<file path="config.mk">
export PLATFORM = sky130hd
export DESIGN_NAME = carrier_event_gen
export DESIGN_NICKNAME = d
export VERILOG_FILES = /design/src/rtl/carrier_event_gen_pkg.sv /design/src/rtl/carrier_event_gen_shadow.sv /design/src/rtl/carrier_event_gen.sv
export SDC_FILE = /design/constraint.sdc
export NUM_CORES = 1
export LEC_CHECK = 0
export CELL_PAD_IN_SITES_DETAIL_PLACEMENT = 0
export CELL_PAD_IN_SITES_GLOBAL_PLACEMENT = 1
export CORE_MARGIN = 2
export CORE_UTILIZATION = 47
export DETAILED_ROUTE_END_ITERATION = 6
export GPL_ROUTABILITY_DRIVEN = 0
export GPL_TIMING_DRIVEN = 0
export PLACE_DENSITY_LB_ADDON = 0.1
export REMOVE_ABC_BUFFERS = 1
export SKIP_LAST_GASP = 1
export SYNTH_ARGS = -nofsm -noshare
export SYNTH_HDL_FRONTEND = slang
export SYNTH_SLANG_ARGS = --single-unit
</file>
<file path="constraint.sdc">
create_clock -name clk -period 9.4 [get_ports clk]
set_clock_uncertainty 0.2 [all_clocks]
set_input_delay 1.88 -clock clk [delete_from_list [all_inputs] [get_ports clk]]
set_output_delay 1.88 -clock clk [all_outputs]
set_load 0.02 [all_outputs]
</file>
<file path="src/rtl/carrier_event_gen_pkg.sv">
// Shared types and width defaults for the PWM carrier / event generator slice.
`ifndef CARR_WIDTH
`define CARR_WIDTH 16
`endif
`ifndef EVTCOUNT_WIDTH
`define EVTCOUNT_WIDTH 8
`endif

package carrier_event_gen_pkg;

   typedef enum logic [1:0] {
      CARR_UP     = 2'd0,
      CARR_DOWN   = 2'd1,
      CARR_UPDOWN = 2'd2
   } _carr_mode;

   typedef enum logic {
      CARR_OFF = 1'b0,
      CARR_ON  = 1'b1
   } _carr_onoff;

   typedef enum logic [1:0] {
      NO_MASK = 2'd0,
      MIN     = 2'd1,
      MAX     = 2'd2,
      MINMAX  = 2'd3
   } _mask_mode;

   typedef enum logic {
      UP   = 1'b0,
      DOWN = 1'b1
   } _dir_state;

   function automatic logic mask_sel(input _mask_mode m, input logic mn, input logic mx);
      case (m)
         MIN:     return mn;
         MAX:     return mx;
         MINMAX:  return mn | mx;
         default: return 1'b0;
      endcase
   endfunction

endpackage

</file>
<file path="src/rtl/carrier_event_gen_shadow.sv">
// Period / mode shadow registers; load at period boundaries, while off, or in reset.
module carr_shadow_reg
   import carrier_event_gen_pkg::*;
#(
   parameter int unsigned CARR_WIDTH = `CARR_WIDTH
) (
   input  logic                  clk,
   input  logic                  reset,
   input  _carr_onoff            carr_onoff,
   input  _carr_mode             carr_mode,
   input  logic [CARR_WIDTH-1:0] period,
   input  logic [CARR_WIDTH-1:0] carrier,
   output logic                  load,
   output _carr_mode             mode_sh,
   output logic [CARR_WIDTH-1:0] per_nxt,
   output _carr_mode             mode_nxt
);

   logic [CARR_WIDTH-1:0] per_sh;

   // Boundary is the cycle the carrier leaves its turning point for the active mode.
   always_comb begin
      load = 1'b0;
      if (carr_onoff == CARR_OFF)
         load = 1'b1;
      else if (mode_sh == CARR_UP)
         load = (carrier == per_sh);
      else
         load = (carrier == '0);
   end

   assign per_nxt  = load ? period    : per_sh;
   assign mode_nxt = load ? carr_mode : mode_sh;

   always_ff @(posedge clk) begin
      if (!reset) begin
         per_sh  <= period;
         mode_sh <= carr_mode;
      end else if (load) begin
         per_sh  <= period;
         mode_sh <= carr_mode;
      end
   end

endmodule

</file>
<file path="src/rtl/carrier_event_gen.sv">
// Carrier counter (up / down / triangle) with min/max events and mask-selected event pulse.
module carrier_event_gen
   import carrier_event_gen_pkg::*;
#(
   parameter int unsigned CARR_WIDTH = `CARR_WIDTH
) (
   input  logic                  clk,
   input  logic                  reset,
   input  _carr_onoff            carr_onoff,
   input  _carr_mode             carr_mode,
   input  _mask_mode             maskmode,
   input  logic [CARR_WIDTH-1:0] period,
   output logic [CARR_WIDTH-1:0] carrier_out,
   output logic                  dir_out,
   output logic                  evt_min,
   output logic                  evt_max,
   output logic                  maskevent_out
);

   localparam logic [CARR_WIDTH-1:0] CARR_ONE = CARR_WIDTH'(1);

   _dir_state             state, state_nxt;
   logic [CARR_WIDTH-1:0] carr_nxt;
   logic [CARR_WIDTH-1:0] per_nxt;
   _carr_mode             mode_sh, mode_nxt;
   logic                  load;
   logic                  run;
   logic                  min_nxt, max_nxt;

   carr_shadow_reg #(.CARR_WIDTH(CARR_WIDTH)) u_shadow (
      .clk        (clk),
      .reset      (reset),
      .carr_onoff (carr_onoff),
      .carr_mode  (carr_mode),
      .period     (period),
      .carrier    (carrier_out),
      .load       (load),
      .mode_sh    (mode_sh),
      .per_nxt    (per_nxt),
      .mode_nxt   (mode_nxt)
   );

   assign run = (carr_onoff == CARR_ON);

   // Next carrier uses the freshly loaded shadow values so a boundary reload applies immediately.
   always_comb begin
      carr_nxt  = carrier_out;
      state_nxt = state;
      if (!run || per_nxt == '0 || (load && mode_nxt != mode_sh)) begin
         carr_nxt  = (mode_nxt == CARR_DOWN && run && per_nxt != '0) ? per_nxt :
                     (mode_nxt == CARR_DOWN && !run)                  ? per_nxt : '0;
         state_nxt = (mode_nxt == CARR_DOWN) ? DOWN : UP;
      end else begin
         case (mode_nxt)
            CARR_UP: begin
               carr_nxt  = (carrier_out >= per_nxt) ? '0 : carrier_out + CARR_ONE;
               state_nxt = UP;
            end
            CARR_DOWN: begin
               carr_nxt  = (carrier_out == '0) ? per_nxt : carrier_out - CARR_ONE;
               state_nxt = DOWN;
            end
            CARR_UPDOWN: begin
               if (state == UP) begin
                  if (carrier_out >= per_nxt) begin
                     carr_nxt  = carrier_out - CARR_ONE;
                     state_nxt = DOWN;
                  end else begin
                     carr_nxt  = carrier_out + CARR_ONE;
                  end
               end else begin
                  if (carrier_out == '0) begin
                     carr_nxt  = CARR_ONE;
                     state_nxt = UP;
                  end else begin
                     carr_nxt  = carrier_out - CARR_ONE;
                  end
               end
            end
            default: begin
               carr_nxt  = '0;
               state_nxt = UP;
            end
         endcase
      end
   end

   assign min_nxt = run && (carr_nxt == '0);
   assign max_nxt = run && (carr_nxt == per_nxt);

   always_ff @(posedge clk) begin
      if (!reset) begin
         carrier_out   <= '0;
         state         <= UP;
         evt_min       <= 1'b0;
         evt_max       <= 1'b0;
         maskevent_out <= 1'b0;
      end else begin
         carrier_out   <= carr_nxt;
         state         <= state_nxt;
         evt_min       <= min_nxt;
         evt_max       <= max_nxt;
         maskevent_out <= mask_sel(maskmode, min_nxt, max_nxt);
      end
   end

   assign dir_out = (state == DOWN);

endmodule

</file>
# After elaboration in Yosys (flattened, before gate mapping)
# Cells that the tools add are included.
# Widths: inputs -> output; s select.
dict set report op_classes {
  addsub 2
  multipliers 0
  div 0
  order_cmp 1
  n_eq_ne 8
  shifts 0
  mux 22
  bitwise 1
  reduce_logical 15
}
# op n
set ops {}
lappend ops {{$mux 16} 10}
lappend ops {{$logic_not 16->1} 3}
lappend ops {{$pmux 16 s3} 1}
lappend ops {{$eq 16x16->1} 2}
lappend ops {{$add 16x1->16 const B} 1}
lappend ops {{$ge 16x16->1} 1}
lappend ops {{$reduce_bool 16->1} 1}
lappend ops {{$sub 16x1->16 const B} 1}
lappend ops {{$mux 1} 7}
lappend ops {{$eq 2x2->1 const B} 3}
lappend ops {{$logic_and 1x1->1} 6}
lappend ops {{$eq 2x1->1 const B} 2}
lappend ops {{$logic_not 2->1} 2}
lappend ops {{$mux 2} 2}
lappend ops {{$pmux 1 s3} 1}
lappend ops {{$logic_or 1x1->1} 2}
lappend ops {{$ne 2x2->1} 1}
lappend ops {{$pmux 1 s2} 1}
lappend ops {{$logic_not 1->1} 1}
lappend ops {{$or 1x1->1} 1}
dict set report word_totals {
  regBits 38
  latch_bits 0
  ram_bits 0
  romBits 0
  input_bits 23
  output_inout_bits 20
  mem_count 0
}

# Depth between registers and ports, before layout
# Gate-level depths: netlist of run 1.
dict set report depth {
  ltp_word 13
  ltp_mapped 24
  depth_no_buf 21
}

# Cells and area by module
# Synthesis of run 1 repeated with hierarchy kept, for this count alone.
dict set report unflattened {
  hier_cells 580
  area_unflattened_um2 4659.5
}
# mod n_inst cells_each area_per_inst_um2
set modules_own_cells {}
lappend modules_own_cells {carrier_event_gen 1 491 3514.6}
lappend modules_own_cells {carr_shadow_reg 1 89 1144.8}

# Worst setup path after synthesis of run 1
# OpenSTA, ideal clock, no wires.
dict set report synth_path {
  path_kind {input to register}
  from {in carr_onoff}
  to {reg maskevent_out}
  setup_time_ns 0.060
  arrival_time_ns 5.635
  setup_slack_ns 3.506
  path_stages 17
  path_cell_list {o21ai_2 a21oi_4 buf_6 mux2_2 ha_1 nand2b_1 a2111oi_0 o41a_1 or2_2 clkbuf_1 o211ai_1 o21ai_1 a2111oi_0 and4_1 a31oi_1 nor4b_1 a22o_1}
}
dict set report synth_between {
  elab_chain_len 11
  word_cells_on_any_way 31
  cone_classes {order compare: 1; eq/ne: 4; mux: 12; bitwise: 1; reduce/logical: 13}
}
# element line_no
set synth_lines {}
lappend synth_lines {{start: declaration} carrier_event_gen.sv:9} ;# input _carr_onoff carr_onoff,
lappend synth_lines {{$mux 1} carrier_event_gen_shadow.sv:24} ;# if (carr_onoff == CARR_OFF)
lappend synth_lines {{$mux 16 or $mux 2 (tied branches)} -}
lappend synth_lines {{$ge 16x16->1 or $eq 2x1->1 (tied branches)} -}
lappend synth_lines {{$mux 16 (tied with other cells)} carrier_event_gen.sv:65} ;# if (carrier_out >= per_nxt) begin
lappend synth_lines {{$mux 16 (tied with other cells)} carrier_event_gen.sv:64} ;# if (state == UP) begin
lappend synth_lines {{$pmux 16 s3 or $mux 16 (tied branches)} {carrier_event_gen.sv:54, carrier_event_gen.sv:50}}
lappend synth_lines {{$mux 16} carrier_event_gen.sv:49} ;# if (!run || per_nxt == '0 || (load && mode_nxt != mode_sh)) begin
lappend synth_lines {{$eq 16x16->1 or $logic_not 16->1 (tied branches)} {carrier_event_gen.sv:89, carrier_event_gen.sv:88}}
lappend synth_lines {{$logic_and 1x1->1, on equally long branches} {carrier_event_gen.sv:89, carrier_event_gen.sv:88}}
lappend synth_lines {{$or 1x1->1} carrier_event_gen_pkg.sv:38} ;# MINMAX: return mn | mx;
lappend synth_lines {{$pmux 1 s3 (*)} carrier_event_gen_pkg.sv:35} ;# case (m)
lappend synth_lines {{end signal: assignment} carrier_event_gen.sv:103} ;# maskevent_out <= mask_sel(maskmode, min_nxt, max_nxt);
lappend synth_lines {{end: declaration} carrier_event_gen.sv:17} ;# output logic maskevent_out
# Every way passes the cells marked *; elsewhere a longest branch is shown, timed or not.
# A chain may end at the register's enable or synchronous reset.

# Final worst setup path of run 1
# Ends and elaborated chain as after synthesis.

==> metrics, run 1 <==
hold worst-path end u_shadow.mode_sh[1]; area share of the largest cell type after synthesis 17.5%; gr usage total 31.2%; post-CTS setup repair buffer count 0; vias post-DR 4,702; post-route ant nets 0; Initial Util 47.6%; Post-Syn Instances 577; Max Freq 128 MHz; WP data arrival 7840 ps; Clk Latency, worst-skew pair 290 ps; Setup violations, final 0; WL per Instance 22.3 µm; ranking of synthesized cells by area dfxtp_1, ha_1, a21oi_1; Post-synth EDFFs 0; overall die area 10,000 µm²; internal reg-to-reg setup slack 2240 ps; Layout area overhead 10.9%; most common library cells after synthesis nand2_1, nor2_1, a21oi_1; non-filler cells in the finished layout 703; crit path launch type input port; n_diodes 0; Synth Flop Type dfxtp_1; clock-pin slew on the worst setup and hold paths 70 ps; final WL 15,700 µm; vias in the first global route 4,451; Max FO, Critical Path 26; Pins Over Slew Limit 0; Avg Cell Area, Syn 7.52 µm²; DRC 10; Max Used Layer met4; hold path cells 2; Placement Rows 35; DR pass1 iterations 7; Max-Cap Viols 0; DRT met1 WL 6480 µm; Hold Path Origin u_shadow.mode_sh[1]; Async S/R FF share, synth 0%; clock root buffer clkbuf_8; # fillers 922; Routed met2 length 7300 µm; failing checks design-rule violations; Synth area leader dfxtp_1; die height 100 µm; Die X 100 µm; unrepaired setup endpoints after global routing false; Worst R2R Path Depth 18; synth warn 0; core box area 9110 µm²; status finished, violations left; GRT overflow 0; TritonCTS Buffers 5; CTS sink count 38; Cell Area, Synth 4340 µm²; top-count cell post-synth nand2_1; Vias/cell 6.69; Worst setup EP type register; number of H-tree levels 2; hpwl dp 12,200 µm; largest net degree at the start of global routing 54; min-delay worst type register to register; CTS tree built; CTS max path bufs 2; metal3 WL 1220 µm; min cycle time layout 7810 ps; dpl cells 695; Nets 635; Final Hold Vio Count 0; initial antenna violation count 0; Hold Buf Count CTS 0; post-synth cell types 78; Synth Register Bits 38; part of the cycle the worst path needs 83.0%; worst-margin pin slew 935 ps; layout cells sized above 1 7.43%; RR Startpoint carrier_out[0]; Slew HR 37.5%; first-pass GRT wire length 24,100 µm; Starting DRT DRC Count 458; sequential share of the synthesized area 17.5%; critical setup path kind input port to register; I/O pin count 43; PostCTS Resize Cnt 0; Fin Setup TNS 0 ps; Worst EP required 9440 ps; I/O Buffers 42; RR Endpoint maskevent_out
-- cell usage in the layout (no fill, tap or decap), types with 7 or more instances in the layout --
master / Yosys / final
nor2b_1: 9 / 9
nand2_1: 50 / 50
o211ai_1: 7 / 7
nand3_1: 19 / 19
nor4_1: 9 / 9
o21a_1: 7 / 7
ha_1: 21 / 21
mux2i_1: 14 / 14
clkdlybuf4s50_1: 0 / 41
mux2_2: 7 / 7
a21oi_1: 44 / 44
a31oi_1: 12 / 12
and2_1: 15 / 15
o22ai_1: 8 / 8
nand4_1: 13 / 13
dfxtp_1: 38 / 38
o21ai_0: 28 / 28
xor2_1: 14 / 14
and4_1: 8 / 8
inv_1: 17 / 17
xnor2_1: 25 / 25
nor3_1: 13 / 13
nor2_1: 49 / 49
-- worst max-delay path, stage by stage --
cell             delay [ps]
clkdlybuf4s50_1         640
o21ai_2                 120
a21oi_4                 730
mux2i_1                 750
ha_1                    390
a211o_1                 290
a21oi_1                 490
o21ai_2                 190
a21oi_1                 660
o32ai_1                 230
a2111oi_0               380
and4_1                  260
a31oi_1                  90
nor4b_1                 510
a22o_1                  200
-- per-layer routing --
metal  GRT usage (%)  up-vias
met3            2.86       55
li1                -     2189
met1            40.4     2207
met4            14.8        0
met2            52.5      251
met5               0        -
-- final cells by class --
| class | instances | area, µm² | area share [%] |
|---|---|---|---|
| multi-input combinational | 486 | 3330 | 69.3 |
| sequential | 38 | 761 | 15.8 |
| timing repair buffer | 43 | 420 | 8.74 |
| tap | 111 | 139 | 2.89 |
| clock buffer | 7 | 86.3 | 1.80 |
| inverter | 17 | 63.8 | 1.33 |
| clock inverter | 1 | 5.00 | 0.104 |
-- worst max-delay path by stage --
stage	start	endpoint	slack [ps]	depth (start not counted)
final	carr_onoff	maskevent_out	1590	15
after global routing	carr_onoff	maskevent_out	1380	15
after CTS	carr_onoff	maskevent_out	1710	15
after detailed placement	carr_onoff	maskevent_out	1430	16
after global placement	carr_onoff	maskevent_out	1110	16
after floorplan	carr_onoff	maskevent_out	3200	15
-- cell families (layout without fill, tap and decap cells) --
| kind of cell | after synthesis | count (layout) | share of synthesized area, % |
|---|---|---|---|
| mux | 24 | 24 | 6.40 |
| xor+xnor | 39 | 39 | 7.87 |
| flops | 38 | 38 | 17.5 |
| simple gates | 232 | 232 | 29.9 |
| buf+inv | 53 | 68 | 5.60 |
| compound gates | 170 | 170 | 26.6 |
| fa+ha+maj | 21 | 21 | 6.06 |
-- per-stage QoR --
| step | cell area, µm² | worst slack (ps) | util (%) | hold slack (ps) |
|---|---|---|---|---|
| 5_1_grt | 4810 | 1380 | 52.8 | 605 |
| 2_1_floorplan | 4160 | 3200 | - | 428 |
| 4_1_cts | 4810 | 1710 | 52.8 | 530 |
| 3_3_place_gp | 4720 | 1110 | 51.8 | 481 |
| 6_report | 4810 | 1590 | 52.8 | 528 |
| 3_5_place_dp | 4720 | 1430 | 51.8 | 498 |
-- sequential cells by signal, indices dropped and copies added (netlist names) --
| name | cells |
|---|---|
| evt_max | 1 |
| evt_min | 1 |
| carrier_out | 16 |
| maskevent_out | 1 |
| dir_out | 1 |
| u_shadow.mode_sh | 2 |
| u_shadow.per_sh | 16 |
Power of run 1 is not shown: default switching activity piles up to over one toggle a cycle in this logic, so the estimate is an artifact.
==> run 2: changes to the inputs <==
--- a/config.mk
+++ b/config.mk
@@ -8,7 +8,7 @@
 export CELL_PAD_IN_SITES_DETAIL_PLACEMENT = 0
 export CELL_PAD_IN_SITES_GLOBAL_PLACEMENT = 1
 export CORE_MARGIN = 2
-export CORE_UTILIZATION = 47
+export CORE_UTILIZATION = 39
 export DETAILED_ROUTE_END_ITERATION = 6
 export GPL_ROUTABILITY_DRIVEN = 0
 export GPL_TIMING_DRIVEN = 0
==> constraint.sdc (replaced) <==
create_clock -name clk -period 6.4 [get_ports clk]
set_clock_uncertainty 0.2 [all_clocks]
set_input_delay 1.28 -clock clk [delete_from_list [all_inputs] [get_ports clk]]
set_output_delay 1.28 -clock clk [all_outputs]
set_load 0.02 [all_outputs]
==> metrics, run 2 (synthesis results as in run 1) <==
status completed; hold worst-path end u_shadow.mode_sh[1]; part of the cycle the worst path needs 95.5%; Max-Cap Viols 0 (unchanged); clock-pin slew on the worst setup and hold paths 70 ps (about the same); gr usage total 28.9% (-2.3 points); min-delay worst type register to register; dpl cells 724 (+4.2%); final WL 16,800 µm (+7.0%); GR Util met3 2.96% (+0.11 points); Vias/cell 6.42 (-4.0%); Most Crowded Layer GR met2; Initial Util 40.0% (-7.6 points); Worst EP required 6450 ps (-2990 ps); min cycle time layout 6110 ps; WL per Instance 22.8 µm (+2.2%); layout cells sized above 1 10.6% (+3.1 points); initial antenna violation count 0 (unchanged); fin util 46.6% (-6.2 points); first-pass GRT wire length 26,100 µm (+8.0%); CTS sink count 38 (unchanged); most frequent cells in the layout nand2_1, nor2_1, a21oi_1; Setup violations, final 0 (unchanged); Pins Over Slew Limit 0 (unchanged); non-filler cells in the finished layout 736 (+4.7%); worst-margin pin slew 892 ps (-43.1 ps); vias post-DR 4,726 (+0.51%); Nets 639 (+0.63%); Layout area overhead 16.5%; core box area 10,800 µm² (+19%); Regs by FF count carrier_out (16), u_shadow.per_sh (16), u_shadow.mode_sh (2); Final Hold Vio Count 0 (unchanged); met2 Use GR 48.0% (-4.5 points); critical setup path kind input port to register; I/O pin count 43 (unchanged); TritonCTS Buffers 5 (unchanged); Hold Path Origin u_shadow.mode_sh[1]; number of H-tree levels 2 (unchanged); clock root buffer clkbuf_8; CP most frequent cell nor4_2; internal reg-to-reg setup slack 360 ps (-1880 ps); overall die area 12,000 µm² (+20%); CTS max path bufs 2 (unchanged); Max FO, Critical Path 13 (-50%); DRC 0 (-10); hold path cells 2 (unchanged); GRT overflow 0 (unchanged); hold_ws 542 ps (+14.2 ps); CTS tree built; RR Startpoint carrier_out[0]; Clk Latency, worst-skew pair 300 ps (about the same); # fillers 1,099 (+19%); area of the multi-input gates 3490 µm² (+4.7%); n_diodes 0 (unchanged); met1 usage 37.7% (-2.7 points); die height 109 µm (+9.4%); hpwl dp 12,800 µm (+5.2%); Worst setup EP type register; crit path launch type input port; Starting DRT DRC Count 478 (+4.4%); vias in the first global route 4,630 (+4.0%); WP data arrival 6160 ps (-1680 ps); Die X 109 µm (+9.4%); RR Endpoint maskevent_out; Placement Rows 38 (+8.6%); I/O Buffers 42 (unchanged); DR pass1 iterations 5 (-2); largest net degree at the start of global routing 54 (unchanged); post-route ant nets 0 (unchanged); Hold Buf Count CTS 0 (unchanged); Max Freq 164 MHz; largest stage delay on the critical path 640 ps (-110 ps); unrepaired setup endpoints after global routing false; Register Area 761 µm² (unchanged); commonest non-fill, non-tap cell in the layout nand2_1; Worst R2R Path Depth 23 (+5); Slew HR 40.6% (+3.0 points); crit-path cells clkdlybuf4s50_1 > o21ai_4 > a21oi_4 > mux2i_2 > ha_1 > nor2_1 > o41a_1 > or2_2 > o211a_1 > nor3_1 > o22ai_1 > nor4_2 > nand3_1 > nor4_2 > a22o_1; crit path max-delay cell type clkdlybuf4s50_1
[run 2: cell count changes in the layout (fill, tap and decap cells not counted), moves of 2 or more]
cell	delta
a21oi_1	-2
a21oi_4	+2
buf_4	+2
mux2i_1	-7
mux2i_2	+4
mux2i_4	+3
nor4b_1	-2
[run 2: cell type report]
type                            count  area share [%]
Clock buffer                        5            1.36
Clock inverter                      3           0.792
Inverter                           17            1.26
Multi-Input combinational cell    487            69.1
Sequential cell                    38            15.0
Tap cell                          140            3.47
Timing Repair Buffer               46            9.01
[run 2: worst max path at each step]
stage          slack [ps]            end       startpoint
6_report              290  maskevent_out       carr_onoff
3_3_place_gp        -1440  maskevent_out       carr_onoff
5_1_grt                10  maskevent_out  carrier_out[12]
4_1_cts                70  maskevent_out   carrier_out[0]
3_5_place_dp        -1100  maskevent_out       carr_onoff
2_1_floorplan         720  maskevent_out   carrier_out[0]
[run 2: worst max-delay path: cells and delay by family]
| family | cells | cell delay, ps |
|---|---|---|
| buffers and inverters | 1 | 640 |
| and+or+nand+nor | 6 | 1690 |
| muxes | 1 | 560 |
| adders and majority gates | 1 | 290 |
| AOI/OAI and AO/OA | 6 | 1690 |
[run 2: what timing repair did]
action / 4_1_cts / 5_1_grt
gates resized for setup: 9 / 15
pin swaps: 0 / 4
cloned: 1 / 0
buffers inserted: 1 / 2
endpoints found under the setup margin: 5 / 3
[run 2: per-layer routing]
metal  part of all wire [%]  vias to the layer above
met5                      0                        -
li1                       -                     2209
met1                     42                     2225
met2                     47                      239
met4                    4.0                        0
met3                    7.6                       53
[run 2: through the flow]
stage          area, µm²  setup TNS [ps]  setup WS [ps]
5_1_grt             5050               0           14.2
6_report            5050               0            286
2_1_floorplan       4160               0            724
4_1_cts             4940               0           71.8
3_5_place_dp        4750           -4860          -1100
3_3_place_gp        4750          -10930          -1440
Power of run 2 is left out for the same reason.
